File: src/rtl/uart_16550_rx_fifo_trig.sv
// ---------------------------------------------------------------------------
// uart_16550_rx_fifo_trig
//
// Receive FIFO for a 16550-compatible UART. It sits between the Rx
// deserialiser and the Wishbone register file (RBR / LSR / IIR).
// Each entry holds one character plus its parity, framing and break status
// bits. The storage is built from flops.
//
// The block adds the usual 16550 receive features:
//   - a selectable trigger level,
//   - a character-timeout interrupt,
//   - a sticky overrun flag,
//   - the LSR "error in FIFO" flag.
// With the FIFO disabled it behaves as a 16450: a single holding register.
//
// Ports
//   WBs_CLK_i, WBs_RST_i    clock and synchronous active-high reset
//   Rx_FIFO_Enable_i        1 = FIFO mode (DEPTH entries), 0 = 16450 mode
//   Rx_FIFO_Flush_i         flush pulse (FCR bit 1)
//   Rx_Trigger_Sel_i        trigger level select (FCR bits 7:6)
//   Rx_FIFO_Push_i          write character + status bits
//   Rx_FIFO_DAT_i, Rx_Parity_Error_i, Rx_Framing_Error_i,
//   Rx_Break_Interrupt_i    the character and its status bits
//   Rx_Char_Tick_i          one pulse per character time
//   Rx_FIFO_Pop_i           remove the head character (RBR read)
//   Rx_Overrun_Clr_i        clear the overrun flag (LSR read)
//   Rx_FIFO_DAT_o, Rx_*_o   head character and its status (0 when empty)
//   Rx_FIFO_Level_o         number of entries held
//   Rx_FIFO_Empty_o, Rx_FIFO_Full_o
//   Rx_Overrun_o            sticky overrun
//   Rx_Error_In_FIFO_o      some stored entry has a status bit set
//   Rx_Trigger_o            level has reached the selected threshold
//   Rx_Timeout_o            character timeout interrupt
// ---------------------------------------------------------------------------
module uart_16550_rx_fifo_trig #(
  parameter int DATA_WIDTH    = 8,
  parameter int ADDR_WIDTH    = 4,
  parameter int TIMEOUT_CHARS = 4
) (
  input  logic                  WBs_CLK_i,
  input  logic                  WBs_RST_i,
  input  logic                  Rx_FIFO_Enable_i,
  input  logic                  Rx_FIFO_Flush_i,
  input  logic [1:0]            Rx_Trigger_Sel_i,
  input  logic                  Rx_FIFO_Push_i,
  input  logic [DATA_WIDTH-1:0] Rx_FIFO_DAT_i,
  input  logic                  Rx_Parity_Error_i,
  input  logic                  Rx_Framing_Error_i,
  input  logic                  Rx_Break_Interrupt_i,
  input  logic                  Rx_Char_Tick_i,
  input  logic                  Rx_FIFO_Pop_i,
  input  logic                  Rx_Overrun_Clr_i,
  output logic [DATA_WIDTH-1:0] Rx_FIFO_DAT_o,
  output logic                  Rx_Parity_Error_o,
  output logic                  Rx_Framing_Error_o,
  output logic                  Rx_Break_Interrupt_o,
  output logic [ADDR_WIDTH:0]   Rx_FIFO_Level_o,
  output logic                  Rx_FIFO_Empty_o,
  output logic                  Rx_FIFO_Full_o,
  output logic                  Rx_Overrun_o,
  output logic                  Rx_Error_In_FIFO_o,
  output logic                  Rx_Trigger_o,
  output logic                  Rx_Timeout_o
);

  localparam int DEPTH = 2 ** ADDR_WIDTH;
  localparam int LW    = ADDR_WIDTH + 1;
  localparam int EW    = DATA_WIDTH + 3;
  localparam int TW    = $clog2(TIMEOUT_CHARS + 1);

  localparam logic [LW-1:0] DEPTH_L  = LW'(DEPTH);
  localparam logic [LW-1:0] ONE_L    = LW'(1);
  localparam logic [TW-1:0] TO_MAX   = TW'(TIMEOUT_CHARS);

  // Each entry is stored as {break, framing, parity, data}.
  logic [EW-1:0]         mem [DEPTH];

  logic                  enable_q;
  logic [ADDR_WIDTH-1:0] wptr;
  logic [ADDR_WIDTH-1:0] rptr;
  logic [LW-1:0]         level;
  logic [LW-1:0]         err_cnt;
  logic [TW-1:0]         to_cnt;
  logic                  empty_q;

  logic                  flush;
  logic [LW-1:0]         cap;
  logic                  push_ok;
  logic                  pop_ok;
  logic                  drop;
  logic [EW-1:0]         head;
  logic                  push_err;
  logic                  head_err;
  logic [LW-1:0]         level_next;
  logic [LW-1:0]         err_next;
  logic [TW-1:0]         to_next;
  logic [LW-1:0]         cap_next;
  logic [LW-1:0]         thresh_next;
  logic [ADDR_WIDTH-1:0] ptr_step;

  // A mode change empties the FIFO in the same way as an explicit flush.
  // The capacity follows the registered mode, so the new capacity takes
  // effect together with the flush that the mode change causes.
  always_comb begin
    flush    = Rx_FIFO_Flush_i | (Rx_FIFO_Enable_i != enable_q);
    cap      = enable_q ? DEPTH_L : ONE_L;
    cap_next = Rx_FIFO_Enable_i ? DEPTH_L : ONE_L;
    ptr_step = enable_q ? ADDR_WIDTH'(1) : '0;
  end

  // Accept or drop the push and the pop.
  // A push into a full FIFO succeeds when a pop frees a slot in the same
  // cycle. A pop on an empty FIFO does nothing, so push+pop at level 0
  // degenerates to a plain push. A flush overrides everything.
  always_comb begin
    head     = mem[rptr];
    push_err = Rx_Parity_Error_i | Rx_Framing_Error_i | Rx_Break_Interrupt_i;
    head_err = |head[EW-1:DATA_WIDTH];
    push_ok  = Rx_FIFO_Push_i & ~flush & ((level < cap) | Rx_FIFO_Pop_i);
    pop_ok   = Rx_FIFO_Pop_i & ~flush & (level != '0);
    drop     = Rx_FIFO_Push_i & ~flush & (level == cap) & ~Rx_FIFO_Pop_i;
  end

  // Next-state values for the level, the error count and the timeout
  // counter. The registered status outputs are derived from these next
  // values, so each flag changes on the same edge as the count behind it.
  always_comb begin
    level_next = level;
    err_next   = err_cnt;
    to_next    = to_cnt;
    if (flush) begin
      level_next = '0;
      err_next   = '0;
      to_next    = '0;
    end else begin
      case ({push_ok, pop_ok})
        2'b10:   level_next = level + ONE_L;
        2'b01:   level_next = level - ONE_L;
        default: level_next = level;
      endcase
      case ({push_ok & push_err, pop_ok & head_err})
        2'b10:   err_next = err_cnt + ONE_L;
        2'b01:   err_next = err_cnt - ONE_L;
        default: err_next = err_cnt;
      endcase
      // Any FIFO activity restarts the timeout. An empty FIFO also holds
      // the counter at zero. Otherwise the counter counts character
      // times and saturates at the limit.
      if (Rx_FIFO_Push_i || Rx_FIFO_Pop_i || level == '0)
        to_next = '0;
      else if (Rx_Char_Tick_i && to_cnt != TO_MAX)
        to_next = to_cnt + TW'(1);
    end
  end

  // Trigger threshold for the mode and selection in force after this edge.
  // In 16450 mode the threshold is always 1.
  always_comb begin
    thresh_next = ONE_L;
    if (Rx_FIFO_Enable_i) begin
      case (Rx_Trigger_Sel_i)
        2'b00:   thresh_next = ONE_L;
        2'b01:   thresh_next = LW'(DEPTH / 4);
        2'b10:   thresh_next = LW'(DEPTH / 2);
        default: thresh_next = LW'(DEPTH - 2);
      endcase
    end
  end

  // Character storage. It has no reset: an entry is only visible after it
  // has been written, because the head outputs are gated by Empty.
  always_ff @(posedge WBs_CLK_i) begin
    if (push_ok)
      mem[wptr] <= {Rx_Break_Interrupt_i, Rx_Framing_Error_i,
                    Rx_Parity_Error_i, Rx_FIFO_DAT_i};
  end

  // Pointers, counters and the registered status flags.
  // Overrun survives a flush and is cleared only by reset or by an LSR read.
  // If a drop happens in the same cycle as the LSR read, the drop wins.
  always_ff @(posedge WBs_CLK_i) begin
    if (WBs_RST_i) begin
      enable_q           <= Rx_FIFO_Enable_i;
      wptr               <= '0;
      rptr               <= '0;
      level              <= '0;
      err_cnt            <= '0;
      to_cnt             <= '0;
      empty_q            <= 1'b1;
      Rx_FIFO_Full_o     <= 1'b0;
      Rx_Overrun_o       <= 1'b0;
      Rx_Error_In_FIFO_o <= 1'b0;
      Rx_Trigger_o       <= 1'b0;
      Rx_Timeout_o       <= 1'b0;
    end else begin
      enable_q <= Rx_FIFO_Enable_i;
      if (flush) begin
        wptr <= '0;
        rptr <= '0;
      end else begin
        if (push_ok) wptr <= wptr + ptr_step;
        if (pop_ok)  rptr <= rptr + ptr_step;
      end
      level              <= level_next;
      err_cnt            <= err_next;
      to_cnt             <= to_next;
      empty_q            <= (level_next == '0);
      Rx_FIFO_Full_o     <= (level_next == cap_next);
      Rx_Error_In_FIFO_o <= (err_next != '0);
      Rx_Trigger_o       <= (level_next >= thresh_next);
      Rx_Timeout_o       <= (to_next == TO_MAX) && (level_next != '0);
      if (drop)
        Rx_Overrun_o <= 1'b1;
      else if (Rx_Overrun_Clr_i)
        Rx_Overrun_o <= 1'b0;
    end
  end

  // Head outputs are a direct read of the read pointer, forced to zero
  // while the FIFO is empty.
  always_comb begin
    Rx_FIFO_Level_o      = level;
    Rx_FIFO_Empty_o      = empty_q;
    Rx_FIFO_DAT_o        = empty_q ? '0   : head[DATA_WIDTH-1:0];
    Rx_Parity_Error_o    = empty_q ? 1'b0 : head[DATA_WIDTH];
    Rx_Framing_Error_o   = empty_q ? 1'b0 : head[DATA_WIDTH+1];
    Rx_Break_Interrupt_o = empty_q ? 1'b0 : head[DATA_WIDTH+2];
  end

endmodule
File: config.mk
export PLATFORM = sky130hd
export DESIGN_NAME = uart_16550_rx_fifo_trig
export DESIGN_NICKNAME = d
export VERILOG_FILES = /design/src/rtl/uart_16550_rx_fifo_trig.sv
export SDC_FILE = /design/constraint.sdc
export NUM_CORES = 1
export LEC_CHECK = 0
export BUFFER_PORTS_ARGS = -buffer_cell sky130_fd_sc_hd__buf_2
export CELL_PAD_IN_SITES_DETAIL_PLACEMENT = 1
export CELL_PAD_IN_SITES_GLOBAL_PLACEMENT = 2
export CORE_MARGIN = 5
export CORE_UTILIZATION = 45
export DETAILED_ROUTE_END_ITERATION = 8
export PLACE_DENSITY = 0.77
export SYNTH_ARGS = -nofsm -noshare
export SYNTH_HDL_FRONTEND = slang
export SYNTH_SLANG_ARGS = --single-unit
File: constraint.sdc
create_clock -name WBs_CLK_i -period 5.05 [get_ports WBs_CLK_i]
set_clock_uncertainty 0.05 [all_clocks]
set_input_delay 0.2525 -clock WBs_CLK_i [delete_from_list [all_inputs] [get_ports WBs_CLK_i]]
set_output_delay 0.2525 -clock WBs_CLK_i [all_outputs]
set_load 0.01 [all_outputs]
==> flow_summary_export.csv <==
group,metric,value,unit
yosys,synth-simple-area-share,7.25,%
route,drt_iter0_markers,287,
timing,max_freq,248,MHz
pwr,pwr-share-clk,43.7,%
cells_and_area,multi_input_area,2600,µm²
yosys,synth.distinct_cells,47,
pwr,swShare,19.6,%
clock_network,ctsHoldBuffers,2,
critical_path,endpoint,"Rx_Trigger_o",
cells_and_area,nNetsFinal,602,
pwr,peakVddDrop,0.258,mV
place,place.port_buffers,42,
cells_and_area,diodes,0,
global_routing,grt_pass1_wl,30800,µm
yosys,async_flop_share,0,%
critical_path,ff2ff_setup_slack,1020,ps
pwr,power_density,348,nW/µm²
route,num_vias,4726,
die,io_pins,43,
timing,rsz0062_at_grt,"false",
die,die_y,149,µm
critical_path,reg2reg_depth,18,
clock_network,cts_made_buffers,22,
clock_network,h-tree-depth,1,
timing,tightest_slew,1030,ps
critical_path,critical_path_required,5340,ps
yosys,synth_nets,546,
critical_path,cp-end-kind,"flop",
route,drtPass1Iterations,5,
timing,hold_viol_final,0,
global_routing,grt_remaining_overflow,0,
pwr,p_int,2.77,mW
yosys,synth_cells,505,
place,place_congestion,0.799,
flow_run,cap_violations,0,
cells_and_area,final_util,52.6,%
global_routing,grt_max_degree,35,
clock_network,cts_tree,"yes",
critical_path,crit_type,"flop to flop",
cells_and_area,syn_to_final_growth,14.5,%
die,initial_core_util,45.9,%
timing,setup_violations,0,
yosys,ys_ff_latch,208,
run_status,outcome,"completed",
yosys,muxShareOfSynthArea,14.3,%
timing,period_minus_slack,4030,ps
timing,slew_headroom,31.4,%
clock_network,cts.clk_slew.worst_paths,60,ps
pwr,power_frac_seq,54.2,%
die,die_width,149,µm
route,wl,19900,µm
yosys,synth-adder-area-share,2.98,%
critical_path,cp.arrival,4320,ps
global_routing,grt_use_total,18.4,%
pwr,combPwrFrac,2.0,%
yosys,synth_edf_count,176,
global_routing,grt_pass1_vias,5037,
yosys,synth_top_family_by_area,"multiplexers",
route,drc,0,
clock_network,post_cts_buffers,0,
yosys,yosys.area_share.xor_xnor,1.52,%
yosys,synth_top_flop_cell,"edfxtp_1",
clock_network,cts_root_buf,"clkbuf_16",
die,core-area,18800,µm²
timing,holdWs,27.9,ps
clock_network,clk_path_buf_depth,3,
critical_path,timing.rr.end,"Rx_Trigger_o",
place,dp_hpwl,12300,µm
cells_and_area,final_cell_area,9900,µm²
die,dieArea,22100,µm²
yosys,avgSynthCellArea,17.1,µm²
cells_and_area,drive_gt1_share,28.0,%
pwr,p_leak,3.27,nW
critical_path,r2r-start,"Rx_FIFO_Level_o[0]",
yosys,syn_area,8640,µm²
route,vias_per_cell,5.66,
clock_network,worstSkewPairLatency,490,ps
critical_path,critPathMaxFanout,8,
yosys,synth_compound_area_share,3.56,%
cells_and_area,regArea,5930,µm²
route,ant_nets,0,
yosys,yosysSeqAreaShare,68.6,%
timing,finalCritPeriodShare,79.9,%
timing,tns,0,ps
place,placed_cell_area,9210,µm²
clock_network,ctsResizeCount,0,
clock_network,clock_sinks,208,
min_path,hold_path_class,"input port to flop",
yosys,synth_warnings,0,
die,fp-row-count,50,
critical_path,critPathLaunch,"Rx_FIFO_Level_o[0]",
global_routing,grt_antenna_before_repair,1,
pwr,netSwitchingPower,0.676,mW
critical_path,start_kind,"flop",
route,wire_per_inst,23.8,µm
cells_and_area,fillerInstances,1763,
timing,slew_violations,0,
[per-layer routing]
| layer | GRT usage (%) | part of all wire, % | vias up |
|---|---|---|---|
| met2 | 31.7 | 50 | 101 |
| met3 | 3.20 | 4.9 | 21 |
| met1 | 25.4 | 44 | 2511 |
| li1 | - | - | 2091 |
| met4 | 2.73 | 1.2 | 2 |
| met5 | 0 | 0.065 | - |
[power groups by stage]
stage                     Combinational [mW]  Clock, mW  Sequential, mW
after global placement                0.0658          0            1.90
after CTS                             0.0714       1.54            1.87
after floorplan                       0.0293          0            1.90
after detailed placement              0.0700          0            1.90
final                                 0.0705       1.51            1.87
after global routing                  0.0780       1.62            1.86
[flip-flops by register name, summed over array words and instances (netlist names), named ones only]
signal and cells:
mem 176, Rx_FIFO_Level_o 5, err_cnt 5, rptr 4, wptr 4, to_cnt 3, Rx_Error_In_FIFO_o 1, Rx_FIFO_Empty_o 1
Rx_FIFO_Full_o 1, Rx_Overrun_o 1, Rx_Timeout_o 1, Rx_Trigger_o 1, enable_q 1
[how the worst min path moves through the flow]
stage | to | startpoint | depth (start not counted)
after floorplan | enable_q | Rx_FIFO_Enable_i | 0
after global placement | enable_q | Rx_FIFO_Enable_i | 1
after detailed placement | enable_q | Rx_FIFO_Enable_i | 1
after CTS | Rx_Overrun_o | Rx_Overrun_Clr_i | 4
after global routing | Rx_Overrun_o | Rx_Overrun_Clr_i | 4
final | Rx_Overrun_o | Rx_Overrun_Clr_i | 4
[area by class of cell]
type | instances | share of cell area [%]
Sequential cell | 208 | 59.9
Multi-Input combinational cell | 261 | 26.2
Clock buffer | 27 | 5.97
Timing Repair Buffer | 55 | 3.29
Tap cell | 260 | 3.29
Clock inverter | 11 | 0.822
Inverter | 13 | 0.518
[logic make-up (layout without fill, tap and decap cells)]
| kind of cell | after synthesis | in the layout |
|---|---|---|
| and+or+nand+nor | 125 | 125 |
| adders and majority gates | 20 | 20 |
| buffers and inverters | 36 | 106 |
| muxes | 57 | 57 |
| DFF | 208 | 208 |
| xor gates and xnor gates | 15 | 15 |
| AOI/OAI and AO/OA | 44 | 44 |
[cell usage in the layout (no fill, tap or decap), drive strengths merged, types with 9 or more instances in the layout]
cell | Yosys | layout
clkbuf | 12 | 27
edfxtp | 176 | 176
nor2b | 16 | 16
buf | 11 | 53
xor2 | 10 | 10
nand2 | 21 | 21
nor2 | 44 | 44
ha | 19 | 19
a21oi | 16 | 16
inv | 13 | 13
dfxtp | 32 | 32
nor3 | 10 | 10
clkinv | 0 | 9
mux4 | 53 | 53
nand3 | 9 | 9
[synth_stat cells, types with 3 or more instances]
master | instances | area [µm²]
or3_1 | 5 | 31.3
clkbuf_1 | 12 | 45.0
o21ai_0 | 5 | 25.0
mux2i_1 | 3 | 30.0
a21o_1 | 6 | 45.0
a21oi_1 | 14 | 70.1
xor2_1 | 10 | 87.6
mux4_2 | 53 | 1190
a31oi_1 | 5 | 31.3
xnor2_1 | 5 | 43.8
inv_1 | 12 | 45.0
nand2b_1 | 6 | 37.5
nor2_1 | 44 | 165
a22oi_1 | 3 | 22.5
nor3_1 | 9 | 45.0
nand4_1 | 3 | 18.8
nand2_1 | 21 | 78.8
edfxtp_1 | 176 | 5290
nor2b_1 | 16 | 100
buf_2 | 7 | 35.0
nand3_1 | 9 | 45.0
dfxtp_1 | 32 | 641
ha_1 | 19 | 238
[stage by stage]
stage | worst slack, ps | instances | power [mW]
floorplan | 1340 | 505 | 1.93
global placement | 1150 | 795 | 1.97
detailed placement | 1020 | 795 | 1.97
CTS | 1010 | 835 | 3.47
global route | 746 | 835 | 3.56
finish | 1020 | 835 | 3.44
[critical path: stages, from the launching register on]
cell and delay [ps]:
dfxtp_1 380, inv_1 160, ha_1 160, or4b_4 460
a21oi_2 170, o211a_4 230, inv_4 60, ha_1 300
xor2_1 190, ha_1 240, a21oi_1 160, xor2_1 170
nor2_1 70, xnor2_1 310, nor2_1 80, ha_1 300
a21o_1 150, a21oi_1 140, o22ai_1 90
No activity file was read; power rests on OpenSTA's default activity.
